$ cat src/rtl/uart_rx_ext.sv
// Oversampling UART receiver: configurable data width and stop-bit count, runtime parity,
// 3-sample majority vote and framing/parity/overrun/break error reporting.
module uart_rx_ext #(
    parameter int N           = 8,
    parameter int SAMPLE_RATE = 16,
    parameter int STOP_BITS   = 1
) (
    input  logic         clk,
    input  logic         reset_n,
    input  logic         rx_en,
    input  logic         rx_in,
    input  logic [1:0]   parity_mode,
    input  logic         ready_clr,
    output logic         ready,
    output logic [N-1:0] rx_out,
    output logic         frame_err,
    output logic         parity_err,
    output logic         overrun_err,
    output logic         break_det
);

    localparam int CW = $clog2(SAMPLE_RATE);
    localparam int IW = $clog2(N);
    localparam int H  = SAMPLE_RATE / 2;

    localparam logic [CW-1:0] CNT_LAST = CW'(SAMPLE_RATE - 1);
    localparam logic [CW-1:0] CNT_V0   = CW'(H - 1);
    localparam logic [CW-1:0] CNT_V1   = CW'(H);
    localparam logic [CW-1:0] CNT_VOTE = CW'(H + 1);
    localparam logic [IW-1:0] IDX_LAST = IW'(N - 1);

    typedef enum logic [2:0] {IDLE, START, DATA, PARITY, STOP, WAIT_HIGH} state_t;

    state_t        state, state_next;
    logic          sync1, rx_sync;
    logic [CW-1:0] cnt;
    logic [IW-1:0] idx;
    logic          stop_idx;
    logic [N-1:0]  shift;
    logic [1:0]    pmode;
    logic          perr, ferr, zero_run;
    logic          v0, v1;

    logic at_vote, end_bit, vote, par_en, last_stop, complete, ferr_now, brk_now;

    always_comb begin
        at_vote   = rx_en && (cnt == CNT_VOTE);
        end_bit   = rx_en && (cnt == CNT_LAST);
        vote      = (v0 & v1) | (v0 & rx_sync) | (v1 & rx_sync);
        par_en    = (pmode == 2'b01) || (pmode == 2'b10);
        last_stop = (STOP_BITS == 1) || stop_idx;
        complete  = (state == STOP) && at_vote && last_stop;
        ferr_now  = ferr | ~vote;
        // with two stop bits the break decision was already folded in on the first one
        brk_now   = stop_idx ? zero_run : (zero_run & ~vote);
    end

    always_comb begin
        state_next = state;
        case (state)
            IDLE:      if (!rx_sync) state_next = START;
            START: begin
                if (at_vote && vote) state_next = IDLE;
                else if (end_bit)    state_next = DATA;
            end
            DATA:      if (end_bit && idx == IDX_LAST) state_next = par_en ? PARITY : STOP;
            PARITY:    if (end_bit) state_next = STOP;
            STOP:      if (complete) state_next = ferr_now ? WAIT_HIGH : IDLE;
            WAIT_HIGH: if (rx_sync) state_next = IDLE;
            default:   state_next = IDLE;
        endcase
    end

    always_ff @(posedge clk or negedge reset_n) begin
        if (!reset_n) state <= IDLE;
        else          state <= state_next;
    end

    always_ff @(posedge clk or negedge reset_n) begin
        if (!reset_n) begin
            sync1    <= 1'b1;
            rx_sync  <= 1'b1;
            cnt      <= '0;
            idx      <= '0;
            stop_idx <= 1'b0;
            shift    <= '0;
            pmode    <= 2'b00;
            perr     <= 1'b0;
            ferr     <= 1'b0;
            zero_run <= 1'b0;
            v0       <= 1'b1;
            v1       <= 1'b1;
        end else begin
            sync1   <= rx_in;
            rx_sync <= sync1;
            if (state == IDLE) begin
                cnt      <= '0;
                idx      <= '0;
                stop_idx <= 1'b0;
                if (!rx_sync) begin
                    pmode    <= parity_mode;
                    perr     <= 1'b0;
                    ferr     <= 1'b0;
                    zero_run <= 1'b1;
                end
            end else if (rx_en) begin
                // leaving for IDLE/WAIT_HIGH mid-bit must not leave a stale count behind
                cnt <= (cnt == CNT_LAST || state_next == IDLE || state_next == WAIT_HIGH)
                       ? '0 : cnt + 1'b1;
                if (cnt == CNT_V0) v0 <= rx_sync;
                if (cnt == CNT_V1) v1 <= rx_sync;
                case (state)
                    START: if (end_bit) idx <= '0;
                    DATA: begin
                        if (at_vote) begin
                            shift[idx] <= vote;
                            zero_run   <= zero_run & ~vote;
                        end
                        if (end_bit && idx != IDX_LAST) idx <= idx + 1'b1;
                    end
                    PARITY: begin
                        if (at_vote) begin
                            perr     <= vote != ((^shift) ^ pmode[1]);
                            zero_run <= zero_run & ~vote;
                        end
                    end
                    STOP: begin
                        if (at_vote) begin
                            ferr <= ferr_now;
                            if (!stop_idx) zero_run <= zero_run & ~vote;
                        end
                        if (end_bit) stop_idx <= 1'b1;
                    end
                    default: ;
                endcase
            end
        end
    end

    // completion takes priority over a simultaneous host acknowledge
    always_ff @(posedge clk or negedge reset_n) begin
        if (!reset_n) begin
            ready       <= 1'b0;
            rx_out      <= '0;
            frame_err   <= 1'b0;
            parity_err  <= 1'b0;
            overrun_err <= 1'b0;
            break_det   <= 1'b0;
        end else if (complete) begin
            ready       <= 1'b1;
            rx_out      <= shift;
            frame_err   <= ferr_now;
            parity_err  <= perr;
            break_det   <= brk_now;
            overrun_err <= ready & ~ready_clr;
        end else if (ready_clr) begin
            ready       <= 1'b0;
            frame_err   <= 1'b0;
            parity_err  <= 1'b0;
            overrun_err <= 1'b0;
            break_det   <= 1'b0;
        end
    end

endmodule

$ cat config.mk
export PLATFORM = sky130hd
export DESIGN_NAME = uart_rx_ext
export DESIGN_NICKNAME = d
export VERILOG_FILES = /design/src/rtl/uart_rx_ext.sv
export SDC_FILE = /design/constraint.sdc
export NUM_CORES = 1
export LEC_CHECK = 0
export ABC_AREA = 1
export CORE_ASPECT_RATIO = 1.4
export CORE_MARGIN = 3
export CORE_UTILIZATION = 57
export CTS_CLUSTER_SIZE = 40
export DETAILED_ROUTE_END_ITERATION = 16
export PLACE_DENSITY_LB_ADDON = 0.12
export SLEW_MARGIN = 20
export SYNTH_ARGS = -nofsm -noshare
export SYNTH_HDL_FRONTEND = slang
export SYNTH_SLANG_ARGS = --single-unit
$ cat constraint.sdc
create_clock -name clk -period 2.1 [get_ports clk]
set_input_delay 0.63 -clock clk [delete_from_list [all_inputs] [get_ports clk]]
set_output_delay 0.63 -clock clk [all_outputs]
set_load 0.01 [all_outputs]
; ---- Word level (Yosys, flattened, before mapping)
; Cells that the tools add are included.
[op_classes]
add_sub_neg = 2
n_mul = 0
div = 0
order_cmp = 2
eq_ne = 20
shifts = 0
mux = 47
n_bitwise = 13
reduce_logical = 31
[op_table]
columns = operator, n
row1 = $mux W3, 13
row2 = $mux W1, 26
row3 = $pmux W3 S6, 1
row4 = $reduce_and A4 Y1, 4
row5 = $eq A3 B3 Y1 const B, 4
row6 = $eq A4 B4 Y1 const B, 3
row7 = $mux W4, 3
row8 = $reduce_bool A2 Y1, 6
row9 = $ne A3 B3 Y1 const B, 3
row10 = $reduce_and A3 Y1, 3
row11 = $bwmux W8, 1
row12 = $reduce_xor A8 Y1, 1
row13 = $logic_and A1 B1 Y1, 7
row14 = $eq A3 B2 Y1 const B, 2
row15 = $logic_not A3 Y1, 2
row16 = $pmux W3 S2, 1
row17 = $reduce_bool A3 Y1, 2
row18 = $and A1 B1 Y1, 5
row19 = $reduce_and A5 Y1, 1
row20 = $add A4 B1 Y4 const B, 1
row21 = $eq A4 B3 Y1 const B, 1
row22 = $lt A3 B4 Y1 const B, 1
row23 = $not A1 Y1, 4
row24 = $add A3 B1 Y3 const B, 1
row25 = 15 further kinds, 19
[totals]
ff_bits = 41
latchBits = 0
ramBits = 0
rom_bits = 0
in_bits = 7
word_cells = 134
n_memories = 0

; ---- Logic depth before layout (Yosys ltp)
[logic_depth]
ltp_word = 14
depth_mapped = 12

; ---- Least setup slack after synthesis
; No wires, ideal clock.
[synth_path]
path_kind = input-to-reg
start = in rx_en
end = reg cnt[0]
arrival_ns = 1.436
t_required_ns = 1.982
path_slack_ns = 0.546
stages = 9
path_buffers = 0
path_cell_list = nand2_1 -> nor2_4 -> nor2_1 -> nor2_1 -> nand3_1 -> nor2_1 -> nand3_2 -> nand4_1 -> nand2_1
[synth_via]
elab_chain_cells = 10
word_cells_on_any_way = 19
[synth_lines]
columns = element, line
row1 = start: declaration, 10  ; input logic rx_en,
row2 = $logic_and A1 B1 Y1 (on tied branches), "48, 47"
row3 = $mux W3 (tied with other cells), 64  ; else if (end_bit) state_next = DATA;
row4 = $mux W3 (on tied branches), "63, 66, 68"
row5 = $pmux W3 S6, 60  ; case (state)
row6 = $logic_not A3 Y1, 108  ; cnt <= (cnt == CNT_LAST || state_next == IDLE || state_next == WAIT_HIGH)
row7 = $logic_or A1 B1 Y1 (2 in series), 108
row8 = $mux W4, 109  ; ? '0 : cnt + 1'b1;
row9 = $mux W4, 106  ; end else if (rx_en) begin
row10 = $mux W4, 96  ; if (state == IDLE) begin
row11 = end signal: assignment, 108
row12 = end: declaration, 36  ; logic [CW-1:0] cnt;
; Several ways; a longest one is shown, not always the timed one. The select of a mux whose other input is x is not followed.
; A chain may end at the register's enable or synchronous reset.

; ---- Worst setup path in the final report
; Ends and elaborated chain as after synthesis.

==> impl_results.md <==
- DRC errors left: 0
- WL met1: 1720 µm
- Crit path from: rx_en
- Core area: 3500 µm²
- DP HPWL: 3340 µm
- Tot GR Track Use: 22.0%
- Root Driver: clkbuf_8
- Ports: 20
- Leading area contributor after synthesis: dfrtp_1
- Total global routing overflow: 0
- Final non-filler cell area: 2560 µm²
- Max_cap viols: 0
- # rows: 25
- Post-cts sizing count: 0
- Clock Path Buffers: 2
- Synth Cell Area: 2170 µm²
- Avg WL per Cell: 12.5 µm
- Final Slew Violations: 0
- Post-Layout Cell Count: 350
- Die width: 58.1 µm
- Final hold violation count: 0
- YS warnings: 0
- Worst slew margin: 69.3%
- CP Capture Type: register
- Placed Instance Area: 2470 µm²
- Die height: 79.0 µm
- PwrDens: 783 nW/µm²
- Area grow syn2layout: 18.2%
- Post-CTS setup buffer count: 0
- Placed cell count: 342
- Final setup fails: 0
- Starting Density: 61.9%
- I/O Buffers: 19
- Ranking of synthesized cells by area: dfrtp_1 (43%), nand2_1 (14%), inv_1 (6.4%)
- CTS tree: built
- Final ANT Viol Nets: 0
- Hold Buf Count CTS: 0
- First-pass GRT wire length: 7620 µm
- Setup TNS Final: 0 ns
- Vias in the first global route: 1743
- Met3 Wirelength: 170 µm
- CP Class: primary input to register
- Synthesized area per cell: 7.91 µm²
- Share of layout cells above drive strength 1: 12.3%
- Top fanout value on the critical path: 6
- 1st-iter DRT viols: 88
- Seq cells post-synth: 41
- Count of unique library cells instantiated by Yosys: 28
- TritonRoute pass-1 iters: 4
- CP Launch Type: primary input
- Final WL: 4380 µm
- CTS Sinks: 41
- Unrepaired setup endpoints after global routing: no
- Vias per inst: 5.16
- Critical R2R Launch: cnt[0]
- WHS: 0.272 ns
- Post-Syn Nets: 286
- Syn Inst Count: 274
- Clock transition at path regs: 0.08 ns
- CP required: 2.29 ns
- Gp weighted congestion: 0.898
- Max VDD drop: 0.650 mV
- Antenna violations before repair: 0
- Final Cycle Share: 89.6%
- Clk_skew: 0.00529 ns
- FMAX: 532 MHz
- DIE AREA: 4590 µm²
- Vias: 1805
- Run status: complete, no violations
- Hold/Removal Path Class: primary input to async pin
- Top Layer Used: met4
- Worst-Margin Slew: 0.460 ns
- Final net count: 321
- H-Tree Depth: 2
- Metal2 WL: 2400 µm
- Total power: 2.01 mW
- Fin crit period: 1.88 ns
- Worst path arrival time: 2.07 ns
- Cts bufs inserted: 5
- Sequential area share after synthesis: 47.6%
- Ant diodes: 0
- Yosys top cell area share: 42.7%
- P_leak: 1.32 nW
- Largest net degree at the start of global routing: 22
- Worst-skew pair later-pin latency: 0.30 ns
[cells in the final DEF (no fill, tap or decap), types with 2 or more instances in the layout]
| master | n |
|---|---|
| xor2_1 | 4 |
| clkdlybuf4s50_1 | 18 |
| dfstp_2 | 4 |
| dfrtp_1 | 37 |
| nor3_1 | 2 |
| a21oi_1 | 11 |
| clkinv_2 | 2 |
| ha_1 | 5 |
| a31oi_1 | 6 |
| nor2_4 | 4 |
| buf_4 | 13 |
| nand2_1 | 80 |
| clkbuf_8 | 5 |
| o21ai_0 | 15 |
| inv_2 | 2 |
| nor2_1 | 26 |
| nand4_1 | 5 |
| inv_1 | 37 |
| xnor2_1 | 5 |
| nand3_1 | 18 |
[synthesized netlist by cell type (all sizes together)]
master and n:
nand2 82, dfstp 4, o21ai 16, o31ai 1
inv 39, a2bb2oi 1, nor3 4, a21oi 11
nand3 19, nor2 31, clkbuf 1, xnor2 5
nand4 5, xor2 4, ha 5, buf 3
dfrtp 37, a31oi 6
[power breakdown]
part | internal (mW) | switching [mW] | total, mW
Clock | 0.229 | 0.268 | 0.498
Sequential | 0.881 | 0.104 | 0.985
Combinational | 0.197 | 0.326 | 0.523
[cells by family after synthesis]
family,count (synthesis),synth area share (%)
and+or+nand+nor,141,29.3
buffers and inverters,43,7.91
DFF,41,47.6
AOI/OAI and AO/OA,35,8.72
xor gates and xnor gates,9,3.64
adders and majority gates,5,2.89
[critical path, stage by stage]
cell,delay [ns]
clkdlybuf4s50_1,0.50
nand2_1,0.10
nor2_4,0.17
nor2_1,0.07
nor2_1,0.12
nand3_1,0.07
nor2_1,0.15
nand3_2,0.12
nand4_1,0.09
nand2_1,0.05
[per-stage QoR]
| stage | util [%] | setup slack, ns |
|---|---|---|
| global placement | 70.6 | -0.0750 |
| global route | 73.1 | 0.0495 |
| detailed placement | 70.6 | -0.0851 |
| finish | 73.1 | 0.219 |
| floorplan | - | 0.546 |
| CTS | 73.1 | 0.223 |
[worst paths after layout]
check	end	slack, ns	depth (start not counted)
min	overrun_err	0.27	1
min reg2reg	rx_sync	0.36	0
max reg2reg	cnt[0]	0.31	10
max	cnt[0]	0.22	10
max in group asynchronous	state[0]	1.29	2
min in group clk	rx_sync	0.36	0
[flip-flops by register name (all words and copies together) (netlist names)]
register,flops
rx_out,8
shift,8
cnt,4
ready,1
break_det,1
rx_sync,1
idx,3
state,3
stop_idx,1
overrun_err,1
parity_err,1
frame_err,1
zero_run,1
perr,1
pmode,2
ferr,1
sync1,1
v0,1
v1,1
[layout make-up]
type / instances / area [µm²]
Tap cell: 40 / 50.0
Timing Repair Buffer: 32 / 283
Multi-Input combinational cell: 190 / 965
Fill cell: 296 / 942
Sequential cell: 41 / 1030
Clock buffer: 5 / 68.8
Inverter: 39 / 146
Clock inverter: 3 / 17.5
[routing by layer]
layer,global-route usage (%),up-vias
met3,4.88,7
met1,23.4,832
met4,8.12,0
li1,-,933
met5,0,-
met2,41.2,33
(Power assumes the default switching activity.)
